## src/rtl/subtractor_serial_8bit.sv

```systemverilog
// Bit-serial subtractor: diff = min - sub - preB, one bit per clock, LSB first, with a start/done handshake.
// Latency: done and the result appear WIDTH cycles after the accepting edge; busy is high for WIDTH+1 cycles.
// Backpressure: none; start is only sampled in IDLE and is ignored while busy.
module subtractor_serial_8bit #(
    parameter int WIDTH = 8
) (
    input  logic             clk,
    input  logic             rst,
    input  logic             start,
    input  logic [WIDTH-1:0] min,
    input  logic [WIDTH-1:0] sub,
    input  logic             preB,
    output logic             busy,
    output logic             done,
    output logic [WIDTH-1:0] diff,
    output logic             proB
);
    localparam int CW = $clog2(WIDTH + 1);

    typedef enum logic [1:0] {IDLE, SHIFT, DONE} state_t;

    state_t           state_q, state_d;
    logic [WIDTH-1:0] opa_q, opa_d;
    logic [WIDTH-1:0] opb_q, opb_d;
    logic             brw_q, brw_d;
    logic [WIDTH-1:0] res_q, res_d;
    logic [CW-1:0]    cnt_q, cnt_d;
    logic [WIDTH-1:0] diff_q, diff_d;
    logic             prob_q, prob_d;
    logic             busy_q, busy_d;
    logic             done_q, done_d;

    logic             d_bit;
    logic             brw_nxt;

    always_comb begin
        d_bit   = opa_q[0] ^ opb_q[0] ^ brw_q;
        brw_nxt = (~opa_q[0] & opb_q[0]) | (~opa_q[0] & brw_q) | (opb_q[0] & brw_q);

        state_d = state_q;
        opa_d   = opa_q;
        opb_d   = opb_q;
        brw_d   = brw_q;
        res_d   = res_q;
        cnt_d   = cnt_q;
        diff_d  = diff_q;
        prob_d  = prob_q;

        case (state_q)
            IDLE: begin
                if (start) begin
                    opa_d   = min;
                    opb_d   = sub;
                    brw_d   = preB;
                    res_d   = '0;
                    cnt_d   = '0;
                    state_d = SHIFT;
                end
            end
            SHIFT: begin
                opa_d = opa_q >> 1;
                opb_d = opb_q >> 1;
                brw_d = brw_nxt;
                // New bit enters at the MSB so the LSB-first stream lands in order.
                res_d = {d_bit, res_q[WIDTH-1:1]};
                cnt_d = cnt_q + CW'(1);
                if (cnt_q == CW'(WIDTH - 1)) begin
                    diff_d  = res_d;
                    prob_d  = brw_nxt;
                    state_d = DONE;
                end
            end
            DONE:    state_d = IDLE;
            default: state_d = IDLE;
        endcase

        busy_d = (state_d != IDLE);
        done_d = (state_d == DONE);
    end

    always_ff @(posedge clk or posedge rst) begin
        if (rst) begin
            state_q <= IDLE;
            opa_q   <= '0;
            opb_q   <= '0;
            brw_q   <= 1'b0;
            res_q   <= '0;
            cnt_q   <= '0;
            diff_q  <= '0;
            prob_q  <= 1'b0;
            busy_q  <= 1'b0;
            done_q  <= 1'b0;
        end else begin
            state_q <= state_d;
            opa_q   <= opa_d;
            opb_q   <= opb_d;
            brw_q   <= brw_d;
            res_q   <= res_d;
            cnt_q   <= cnt_d;
            diff_q  <= diff_d;
            prob_q  <= prob_d;
            busy_q  <= busy_d;
            done_q  <= done_d;
        end
    end

    assign busy = busy_q;
    assign done = done_q;
    assign diff = diff_q;
    assign proB = prob_q;

endmodule

```

## config.mk

```make
export PLATFORM = sky130hd
export DESIGN_NAME = subtractor_serial_8bit
export DESIGN_NICKNAME = d
export VERILOG_FILES = /design/src/rtl/subtractor_serial_8bit.sv
export SDC_FILE = /design/constraint.sdc
export NUM_CORES = 1
export LEC_CHECK = 0
export CAP_MARGIN = 20
export CORE_ASPECT_RATIO = 1.5
export CORE_MARGIN = 5
export CORE_UTILIZATION = 51
export DETAILED_ROUTE_END_ITERATION = 16
export GPL_ROUTABILITY_DRIVEN = 1
export PLACE_DENSITY = 0.75
export SYNTH_ARGS = -nofsm -noshare
export SYNTH_HDL_FRONTEND = slang
export SYNTH_SLANG_ARGS = --single-unit
```

## constraint.sdc

```tcl
create_clock -name clk -period 1.6 [get_ports clk]
set_clock_uncertainty 0.1 [all_clocks]
set_input_delay 0.4 -clock clk [delete_from_list [all_inputs] [get_ports clk]]
set_output_delay 0.4 -clock clk [all_outputs]
set_load 0.01 [all_outputs]
```

==> results by group, run 1 <==
Outcome
  • Outcome: complete, no violations

Clocking
  • CTS Hold Bufs: 0
  • Max clock buf depth: 2
  • Cts bufs inserted: 5
  • Clock-pin slew on the worst setup and hold paths: around 0.070 ns
  • Htree depth: 2
  • Clock root buffer: clkbuf_8
  • CTS tree: built
  • Worst-skew pair later-pin latency: around 0.29 ns
  • Clock Sinks: 41

Timing
  • Setup TNS: 0 ns
  • Slew Viols, Final: 0
  • Worst-margin pin slew: 0.561 ns
  • Final count of hold timing violations: 0
  • Rel. slew slack: 0.625
  • Fmax: approximately 650 MHz
  • Post-route setup slack: 0.0519 ns
  • Setup violators final: 0
  • Post-layout min period: roughly 1.5 ns
  • Period utilisation layout: 0.968

Detailed routing
  • Via count: ~1200
  • Final ANT Viol Nets: 0
  • First-pass DRT Iterations: 4
  • Via/cell ratio: around 5.6
  • Avg WL per Cell: 15.1 um
  • DRC: 0
  • Wirelength, routed: about 3.3 mm
  • DRT iter0 DRCs: 41

Layout
  • Final cell count without fillers: around 220
  • Final nets: about 200
  • Ant diodes: 0
  • Area Growth Syn to Fin: 26.2%
  • Finished Core Util: 0.659
  • Share of cells above drive strength 1: 0.175

Hold path
  • Min-delay worst type: input pin to asynchronous set/reset pin

Global route
  • Initial antenna violation count: 0
  • Largest net degree at the start of global routing: 42
  • Tot GR Track Use: 0.158
  • Vias in the first global route: 1289
  • GRT overflow: 0
  • Global-route wire length before repair: ~5.8 mm

Setup path
  • CP Class: flip-flop to flip-flop
  • Type of origin of the critical path: flip-flop
  • Critical Path Max Stage Delay: approximately 0.39 ns
  • Crit end category: flip-flop
  • Worst reg2reg path depth: 4
  • Crit-path cells: ha_1 -> nand4b_4 -> nor2_8 -> mux2_4
  • WP data required: between 1.5 and 2 ns
  • Reg2reg end: diff[4]
  • Slowest CP cell: dfrtp_1
  • Peak fanout along the critical path: 5
  • Arrival time of the worst setup path: 1.62 ns
  • CP startpoint: cnt_q[0]
  • Reg2reg start: cnt_q[0]
  • R2R Setup Slk: approximately 0.052 ns

Die
  • Initial core utilization: 0.523
  • Core Area: between 0.003 and 0.004 sq mm
  • Die Span X: ~58 um
  • IO Count: 31
  • DIE AREA: roughly 0.0048 sq mm
  • Chip height: 82.1 um
  • Rows: 26

Synth
  • Syn avg cell area: between 10 and 15 sq um
  • Share of the synthesized area in the top cell type: 0.580
  • #FFs+latches synth: 41
  • YS warnings: 0
  • Sequential cell area fraction in the yosys report: 0.580
  • Syn Std Cell Area: about 0.0018 sq mm
  • Largest cells by area after synthesis: dfrtp_1, mux2_4, a22oi_1, a22o_1, o21ai_0
  • Syn_nets: 160
  • Syn Inst Count: 138
  • Netlist cell types: 28
  • Area leader, netlist: dfrtp_1

Pwr
  • Total power draw: between 3 and 4 mW
  • Flop pwr share: 0.457
  • Internal Power: roughly 2.5 mW
  • Power density over cell area: about 1700 mW/mm^2
  • Leakage: about 1.0 nW
  • Combinational share of power: 0.373
  • Peak VDD IR: approximately 1.0 mV
  • Clock network power share: 0.170
  • Switching Fraction: 0.331
  • Sw power: around 1.2 mW

Placed design
  • Pre-CTS WS: -0.209 ns
  • Count of placed standard cells including taps: 209
  • IO Port Bufs: 30
  • Post-detail-place hpwl: ~2.3 mm
  • Placer congestion estimate: a little over 0.7

Flow run
  • # Max-Cap Violations: 0
==> synth_stat cells <==
| cell type | instances |
|---|---|
| a21oi_1 | 1 |
| a22o_1 | 11 |
| a22oi_1 | 14 |
| buf_2 | 3 |
| buf_4 | 1 |
| buf_6 | 3 |
| buf_8 | 1 |
| clkbuf_1 | 1 |
| dfrtp_1 | 41 |
| fa_1 | 1 |
| ha_1 | 1 |
| inv_1 | 3 |
| inv_2 | 1 |
| mux2_2 | 1 |
| mux2_4 | 8 |
| nand2_1 | 15 |
| nand2b_1 | 1 |
| nand3_1 | 2 |
| nand4b_4 | 1 |
| nor2_1 | 2 |
| nor2_8 | 1 |
| nor2b_1 | 5 |
| o21ai_0 | 14 |
| o21ai_2 | 1 |
| o21bai_4 | 1 |
| o22ai_1 | 2 |
| o311ai_1 | 1 |
| o31ai_1 | 1 |
==> worst max-delay path, delay by kind of cell, from the launching register on <==
kind,cells,cell delay [ns]
simple gates,2,0.38
fa+ha+maj,1,0.24
mux,1,0.31
flops,1,0.39
==> layout make-up <==
class,instances,area (sq um)
repair buffers,39,392
fillers,274,1150
flip-flops and latches,41,1030
inverters,4,15.0
well taps,42,52.6
multi-input cells,85,663
clock inverters,2,10.0
clock buffers,6,72.6
==> per-layer routing <==
layer | track usage | up-vias | wire (um)
met1 | 0.183 | 609 | 1380
li1 | - | 572 | -
met5 | 0 | - | 0
met2 | 0.268 | 33 | 1680
met4 | 0.0835 | 0 | 62
met3 | 0.0389 | 5 | 168
==> cells in the final DEF, fill, tap and decap left out, drive strengths merged <==
master          n
a21oi           1
a22o           11
a22oi          14
buf             9
clkbuf          6
clkdlybuf4s50  19
clkinv          2
dfrtp          41
dlygate4sd2    11
fa              1
ha              1
inv             4
mux2            9
nand2          15
nand2b          1
nand3           2
nand4b          1
nor2            4
nor2b           5
o21ai          15
o21bai          1
o22ai           2
o311ai          1
o31ai           1
==> state kept, by name, summed over array words and instances, names as in the netlist <==
register,count
cnt_q,4
diff,8
opb_q,8
done,1
opa_q,8
state_q,2
brw_q,1
busy,1
proB,1
res_q,7
==> cell families (layout without fill, tap and decap cells) <==
logic type,count (synthesis),in the layout,share of synthesized area
fa+ha+maj,2,2,0.0184
mux,9,9,0.0743
flops,41,41,0.580
simple gates,27,28,0.0878
buf+inv,13,51,0.0509
compound gates,46,46,0.188
==> stage by stage <==
stage / instance area, sq um / hold WS [ns]
after floorplan: 1770 / 0.349
after global placement: 2140 / 0.367
after detailed placement: 2140 / 0.378
after CTS: 2210 / 0.378
after global routing: 2230 / 0.407
final: 2230 / 0.372
==> timing repair <==
action,CTS,global route
resized for setup,11,0
setup endpoints to repair,11,8
setup buffers,0,1
cloned,0,1
==> power groups by stage <==
stage	combinational (mW)	clock, mW	sequential [mW]
2_1_floorplan	0.966	0	1.73
3_3_place_gp	1.42	0	1.72
3_5_place_dp	1.49	0	1.74
4_1_cts	1.41	0.662	1.72
5_1_grt	1.55	0.706	1.78
6_report	1.41	0.642	1.72
==> worst max-delay path by stage <==
stage / to / slack, ns / cells after the start
6_report: diff[4] / 0.05 / 4
5_1_grt: diff[1] / -0.001 / 4
4_1_cts: diff[6] / 0.04 / 4
3_5_place_dp: opa_q[7] / -0.21 / 5
3_3_place_gp: opb_q[7] / -0.09 / 5
2_1_floorplan: diff[0] / 0.14 / 4
Note: power is estimated with default switching activity, not from simulation.
==> run 2: changes to the inputs <==
--- a/config.mk
+++ b/config.mk
@@ -6,12 +6,12 @@
 export NUM_CORES = 1
 export LEC_CHECK = 0
 export CAP_MARGIN = 20
-export CORE_ASPECT_RATIO = 1.5
+export CORE_ASPECT_RATIO = 2
 export CORE_MARGIN = 5
-export CORE_UTILIZATION = 51
+export CORE_UTILIZATION = 46
 export DETAILED_ROUTE_END_ITERATION = 16
 export GPL_ROUTABILITY_DRIVEN = 1
-export PLACE_DENSITY = 0.75
+export PLACE_DENSITY = 0.71
 export SYNTH_ARGS = -nofsm -noshare
 export SYNTH_HDL_FRONTEND = slang
 export SYNTH_SLANG_ARGS = --single-unit
==> constraint.sdc (replaced) <==
create_clock -name clk -period 1.3 [get_ports clk]
set_clock_uncertainty 0.1 [all_clocks]
set_input_delay 0.325 -clock clk [delete_from_list [all_inputs] [get_ports clk]]
set_output_delay 0.325 -clock clk [all_outputs]
set_load 0.01 [all_outputs]
==> run 2 against run 1 <==
The run now ends with setup timing left. First-iteration DRC count fell by 49%. Core utilization rose by 2.7 points. Critical endpoint is now diff[1]. Highest routed layer unchanged. Die area rose by 10%. Maximum frequency rose by 5.4%. Sequential cell count did not move. Final cell count rose by 16%. Non-clock buffer count rose by 28. Hold slack got worse by 0.035 ns. Largest cell class unchanged.
==> results by group, run 2 (same netlist as run 1, synthesis figures left out) <==
Outcome
  • Outcome: finished, violations left
  • Failing checks: setup timing

Global route
  • Tot GR Track Use: 0.163
  • Initial antenna violation count: 0
  • Vias in the first global route: 1368
  • GRT overflow: 0
  • Largest net degree at the start of global routing: between 40 and 50
  • Global-route wire length before repair: 6.41 mm

Clocking
  • CTS tree: built
  • Clock root buffer: clkbuf_8
  • Clock-pin slew on the worst setup and hold paths: 0.07 ns
  • Worst-skew pair later-pin latency: 0.29 ns
  • CTS Hold Bufs: 0
  • Cts bufs inserted: 5
  • Max clock buf depth: 2
  • Htree depth: 2
  • Clock Sinks: just over 40

Detailed routing
  • Avg WL per Cell: 15.9 um
  • WL met3: approximately 200 um
  • Met1 wire length: 1.46 mm
  • First-pass DRT Iterations: 4
  • Routed wl met2: roughly 2.3 mm
  • DRC: 0
  • Final ANT Viol Nets: 0
  • DR top layer: met4
  • DRT iter0 DRCs: 21
  • Via/cell ratio: 5.35
  • Wirelength, routed: slightly above 4 mm
  • Via count: between 1000 and 1500

Timing
  • Rel. slew slack: 0.822
  • Period utilisation layout: 1.13
  • Post-layout min period: 1.47 ns
  • Post-route setup slack: -0.169 ns
  • Setup violators final: 24
  • Fmax: a little under 700 MHz
  • Slew Viols, Final: 0
  • RSZ-0062 raised after global routing: yes
  • Final count of hold timing violations: 0
  • Worst-margin pin slew: 0.263 ns

Placed design
  • Count of placed standard cells including taps: ~230
  • Area post-placement: 0.00228 sq mm
  • IO Port Bufs: 30
  • Placer congestion estimate: 0.726
  • Post-detail-place hpwl: 2.57 mm

Setup path
  • WP buf/inv: 1
  • Type of origin of the critical path: flip-flop
  • Crit-path cells: ha_4 -> nand4b_4 -> nor2_8 -> buf_8 -> mux2_4
  • Critical Path Max Stage Delay: between 0.3 and 0.4 ns
  • Crit end category: flip-flop
  • WP data required: 1.37 ns
  • Slowest CP cell: dfrtp_1
  • Top Family by Delay on Critical Path: flip-flops
  • CP Class: flip-flop to flip-flop
  • Arrival time of the worst setup path: around 1.5 ns
  • Peak fanout along the critical path: 5

Pwr
  • Total power draw: 5.63 mW
  • Power density over cell area: between 2000 and 2500 mW/mm^2
  • Peak VDD IR: ~1.2 mV
  • Leakage: about 1.2 nW

Layout
  • Finished Core Util: 0.687
  • Area Growth Syn to Fin: 47.8%
  • Most frequent cells in the layout: dfrtp_1, buf_4, clkdlybuf4s50_1
  • Ant diodes: 0
  • Finished Cell Area: ~0.0026 sq mm
  • Share of cells above drive strength 1: 0.471
  • Final nets: between 200 and 250
  • Final cell count without fillers: ~260
  • Commonest non-fill, non-tap cell in the layout: dfrtp_1

Die
  • Core Area: between 0.003 and 0.004 sq mm
  • Die Span X: between 50 and 60 um
  • DIE AREA: roughly 0.0053 sq mm
  • IO Count: 31
  • Initial core utilization: 0.465
  • Rows: 32
  • Chip height: ~100 um

Hold path
  • Min-delay worst type: input pin to asynchronous set/reset pin

Flow run
  • # Max-Cap Violations: 0
==> run 2: worst reg2reg max path, cell delays in order (launching register included) <==
cell      delay (ns)
dfrtp_1         0.39
ha_4            0.17
nand4b_4        0.14
nor2_8          0.12
buf_8           0.14
mux2_4          0.30
==> run 2: final cells by class <==
type / count / area [sq um]
clock inverters: 1 / 5.00
fillers: 276 / 1190
well taps: 51 / 63.8
repair buffers: 67 / 633
inverters: 4 / 23.8
clock buffers: 7 / 96.3
flip-flops and latches: 41 / 1030
multi-input cells: 84 / 763
==> run 2: per-layer routing <==
layer | up-vias | global-route usage
li1 | 626 | -
met2 | 36 | 0.266
met1 | 696 | 0.197
met4 | 0 | 0.0610
met3 | 7 | 0.0445
met5 | - | 0
==> run 2: stage by stage <==
step           setup TNS (ns)  hold slack, ns  setup WS (ns)
2_1_floorplan           -1.22           0.210         -0.152
3_3_place_gp           -10.22           0.363         -0.338
3_5_place_dp           -11.03           0.370         -0.379
4_1_cts                 -1.86           0.336         -0.202
5_1_grt                 -3.33           0.387         -0.212
6_report                -1.96           0.337         -0.169
==> run 2: worst paths after layout <==
check | start | depth (start not counted) | slack, ns | endpoint
setup / recovery | cnt_q[0] | 5 | -0.17 | diff[1]
hold / removal | rst | 3 | 0.34 | diff[0]
setup reg to reg | cnt_q[0] | 5 | -0.17 | diff[1]
hold reg to reg | opb_q[6] | 2 | 0.38 | opb_q[6]
max in group asynchronous | rst | 3 | 0.56 | state_q[0]
min in group clk | opb_q[6] | 2 | 0.38 | opb_q[6]
==> run 2: report_power, final <==
group	internal, mW	switching (mW)
Combinational	1.51	1.09
Sequential	1.78	0.354
Clock	0.479	0.409
Total	3.77	1.86
==> run 2: timing repair <==
action,in CTS,in global routing
setup buffers,12,2
pin swaps,12,12
gates cloned,1,1
endpoints found under the setup margin,47,37
gates resized for setup,64,43
==> run 3: changes to the inputs <==
--- a/config.mk
+++ b/config.mk
@@ -6,9 +6,12 @@
 export NUM_CORES = 1
 export LEC_CHECK = 0
 export CAP_MARGIN = 20
+export CELL_PAD_IN_SITES_DETAIL_PLACEMENT = 0
+export CELL_PAD_IN_SITES_GLOBAL_PLACEMENT = 2
 export CORE_ASPECT_RATIO = 2
 export CORE_MARGIN = 5
-export CORE_UTILIZATION = 46
+export CORE_UTILIZATION = 31
+export CTS_CLUSTER_SIZE = 10
 export DETAILED_ROUTE_END_ITERATION = 16
 export GPL_ROUTABILITY_DRIVEN = 1
 export PLACE_DENSITY = 0.71
==> run 3 against run 2 <==
The flow still finishes with violations (setup timing). Largest cell class unchanged. Highest routed layer unchanged. Wire length increased by 4.5%. Total power increased by 7.3%. Final cell count increased by 2.0%. Via count decreased by 4.8%. Clock power increased by 41%. Critical endpoint is now diff[7]. Core utilization decreased by 20 points. Largest power group unchanged. Maximum frequency increased by 1.2%. Count of clock-buffer cells in the layout decreased by 2.
==> results by group, run 3 (same netlist as run 1, synthesis figures left out) <==
Clocking
  • Cts bufs inserted: 5
  • Htree depth: 2
  • CTS tree: built
  • Worst-skew pair later-pin latency: just under 0.3 ns
  • Max clock buf depth: 2
  • Clock root buffer: clkbuf_16
  • Clock Sinks: approximately 40
  • CTS Hold Bufs: 0
  • Clock-pin slew on the worst setup and hold paths: roughly 0.070 ns

Timing
  • Post-layout min period: about 1.5 ns
  • RSZ-0062 raised after global routing: yes
  • Worst-margin pin slew: 0.296 ns
  • Hold WS: 0.199 ns
  • Period utilisation layout: 1.12
  • Setup TNS: -2.61 ns
  • Fmax: roughly 700 MHz
  • Rel. slew slack: 0.802
  • Setup violators final: 36
  • Post-route setup slack: -0.151 ns
  • Final count of hold timing violations: 0
  • Slew Viols, Final: 0

Global route
  • GRT overflow: 0
  • Tot GR Track Use: 0.115
  • Global-route wire length before repair: approximately 6.8 mm
  • Largest net degree at the start of global routing: 20
  • Vias in the first global route: ~1400
  • Initial antenna violation count: 0

Layout
  • Sequential Area: approximately 0.0010 sq mm
  • Most frequent cells in the layout: dfrtp_1, clkdlybuf4s50_1, buf_4
  • Finished Cell Area: roughly 0.0027 sq mm
  • Area occupied by multi-input gates: 866 sq um
  • Ant diodes: 0
  • Final nets: 220
  • Commonest non-fill, non-tap cell in the layout: dfrtp_1
  • Area Growth Syn to Fin: 54.6%
  • Share of cells above drive strength 1: 0.503
  • Fill cells: 520

Detailed routing
  • First-pass DRT Iterations: 4
  • Via/cell ratio: 5.00
  • DRT iter0 DRCs: 22
  • DR top layer: met4
  • Avg WL per Cell: 16.3 um
  • DRC: 0
  • Met1 wire length: roughly 1.9 mm
  • Final ANT Viol Nets: 0
  • Via count: between 1000 and 1500
  • WL met3: around 170 um
  • Routed wl met2: between 2 and 2.5 mm
  • Wirelength, routed: 4.23 mm

Placed design
  • Area post-placement: 0.00228 sq mm
  • Post-detail-place hpwl: about 2.5 mm
  • Placer congestion estimate: roughly 0.71
  • IO Port Bufs: 30

Pwr
  • Peak VDD IR: around 1.5 mV
  • Total power draw: approximately 6.0 mW
  • Combinational share of power: 0.434
  • Flop pwr share: 0.358
  • Internal Power: between 3 and 4 mW
  • Sw power: 2.08 mW
  • Leakage: around 1.3 nW
  • Switching Fraction: 0.344
  • Power density over cell area: around 2200 mW/mm^2
  • Clock network power share: 0.208

Outcome
  • Failing checks: setup timing
  • Outcome: finished, violations left

Die
  • Initial core utilization: 0.315
  • Rows: 39
  • DIE AREA: 0.00741 sq mm
  • IO Count: 31
  • Core Area: between 0.005 and 0.006 sq mm
  • Chip height: 117 um
  • Die Span X: between 60 and 70 um

Setup path
  • Arrival time of the worst setup path: 1.52 ns
  • Crit end category: flip-flop
  • Peak fanout along the critical path: 4
  • Type of origin of the critical path: flip-flop
  • WP data required: 1.37 ns
  • CP Class: flip-flop to flip-flop

Hold path
  • Min-delay worst type: input pin to asynchronous set/reset pin

Flow run
  • # Max-Cap Violations: 0
run 3: cell count changes in the layout (fill, tap and decap cells not counted), sizes merged:
| cell | before | now |
|---|---|---|
| inv | 3 | 4 |
| nor2 | 3 | 4 |
| clkbuf | 8 | 7 |
| buf | 47 | 40 |
| clkinvlp | 1 | 2 |
run 3: stage by stage:
stage,cells,worst slack (ns),utilization
4_1_cts,259,-0.159,0.460
3_3_place_gp,239,-0.327,0.406
3_5_place_dp,239,-0.352,0.406
2_1_floorplan,138,-0.152,-
5_1_grt,260,-0.211,0.487
6_report,260,-0.151,0.487
run 3: power by group through the flow:
stage / registers, mW / clock network [mW] / logic, mW
after detailed placement: 2.11 / 0 / 2.08
final: 2.16 / 1.25 / 2.62
after CTS: 2.09 / 1.27 / 2.38
after global routing: 2.23 / 1.32 / 2.87
after floorplan: 2.13 / 0 / 1.19
after global placement: 2.10 / 0 / 2.05
run 3: final cells by class:
class,instances,area share
sequential,41,0.376
clock buffer,5,0.0458
inverter,4,0.00778
clock inverter,3,0.00916
timing repair buffer,61,0.216
multi-input combinational,85,0.317
tap,61,0.0279
run 3: path summary, 6_finish.rpt:
check	slack, ns	cells past startpoint	startpoint	to
max reg2reg	-0.15	4	cnt_q[0]	diff[7]
max	-0.15	4	cnt_q[0]	diff[7]
max in group asynchronous	0.55	3	rst	opb_q[7]
min reg2reg	0.41	1	diff[7]	diff[7]
min in group clk	0.41	1	diff[7]	diff[7]
min	0.20	2	rst	diff[3]
run 3: repair_timing:
item | CTS | global route
gates cloned | 3 | 1
pin swaps | 14 | 21
setup buffers | 9 | 2
setup endpoints to repair | 47 | 41
gates resized for setup | 65 | 54
run 3: worst max-delay path: stages (launching register included):
cell      delay, ns
dfrtp_1        0.40
ha_4           0.17
nand4b_4       0.15
nor2_4         0.20
mux2_4         0.31
run 3: per-layer routing:
metal | up-vias | global-route usage
li1 | 625 | -
met1 | 636 | 0.142
met2 | 32 | 0.193
met3 | 6 | 0.0296
met4 | 0 | 0.0416
met5 | - | 0
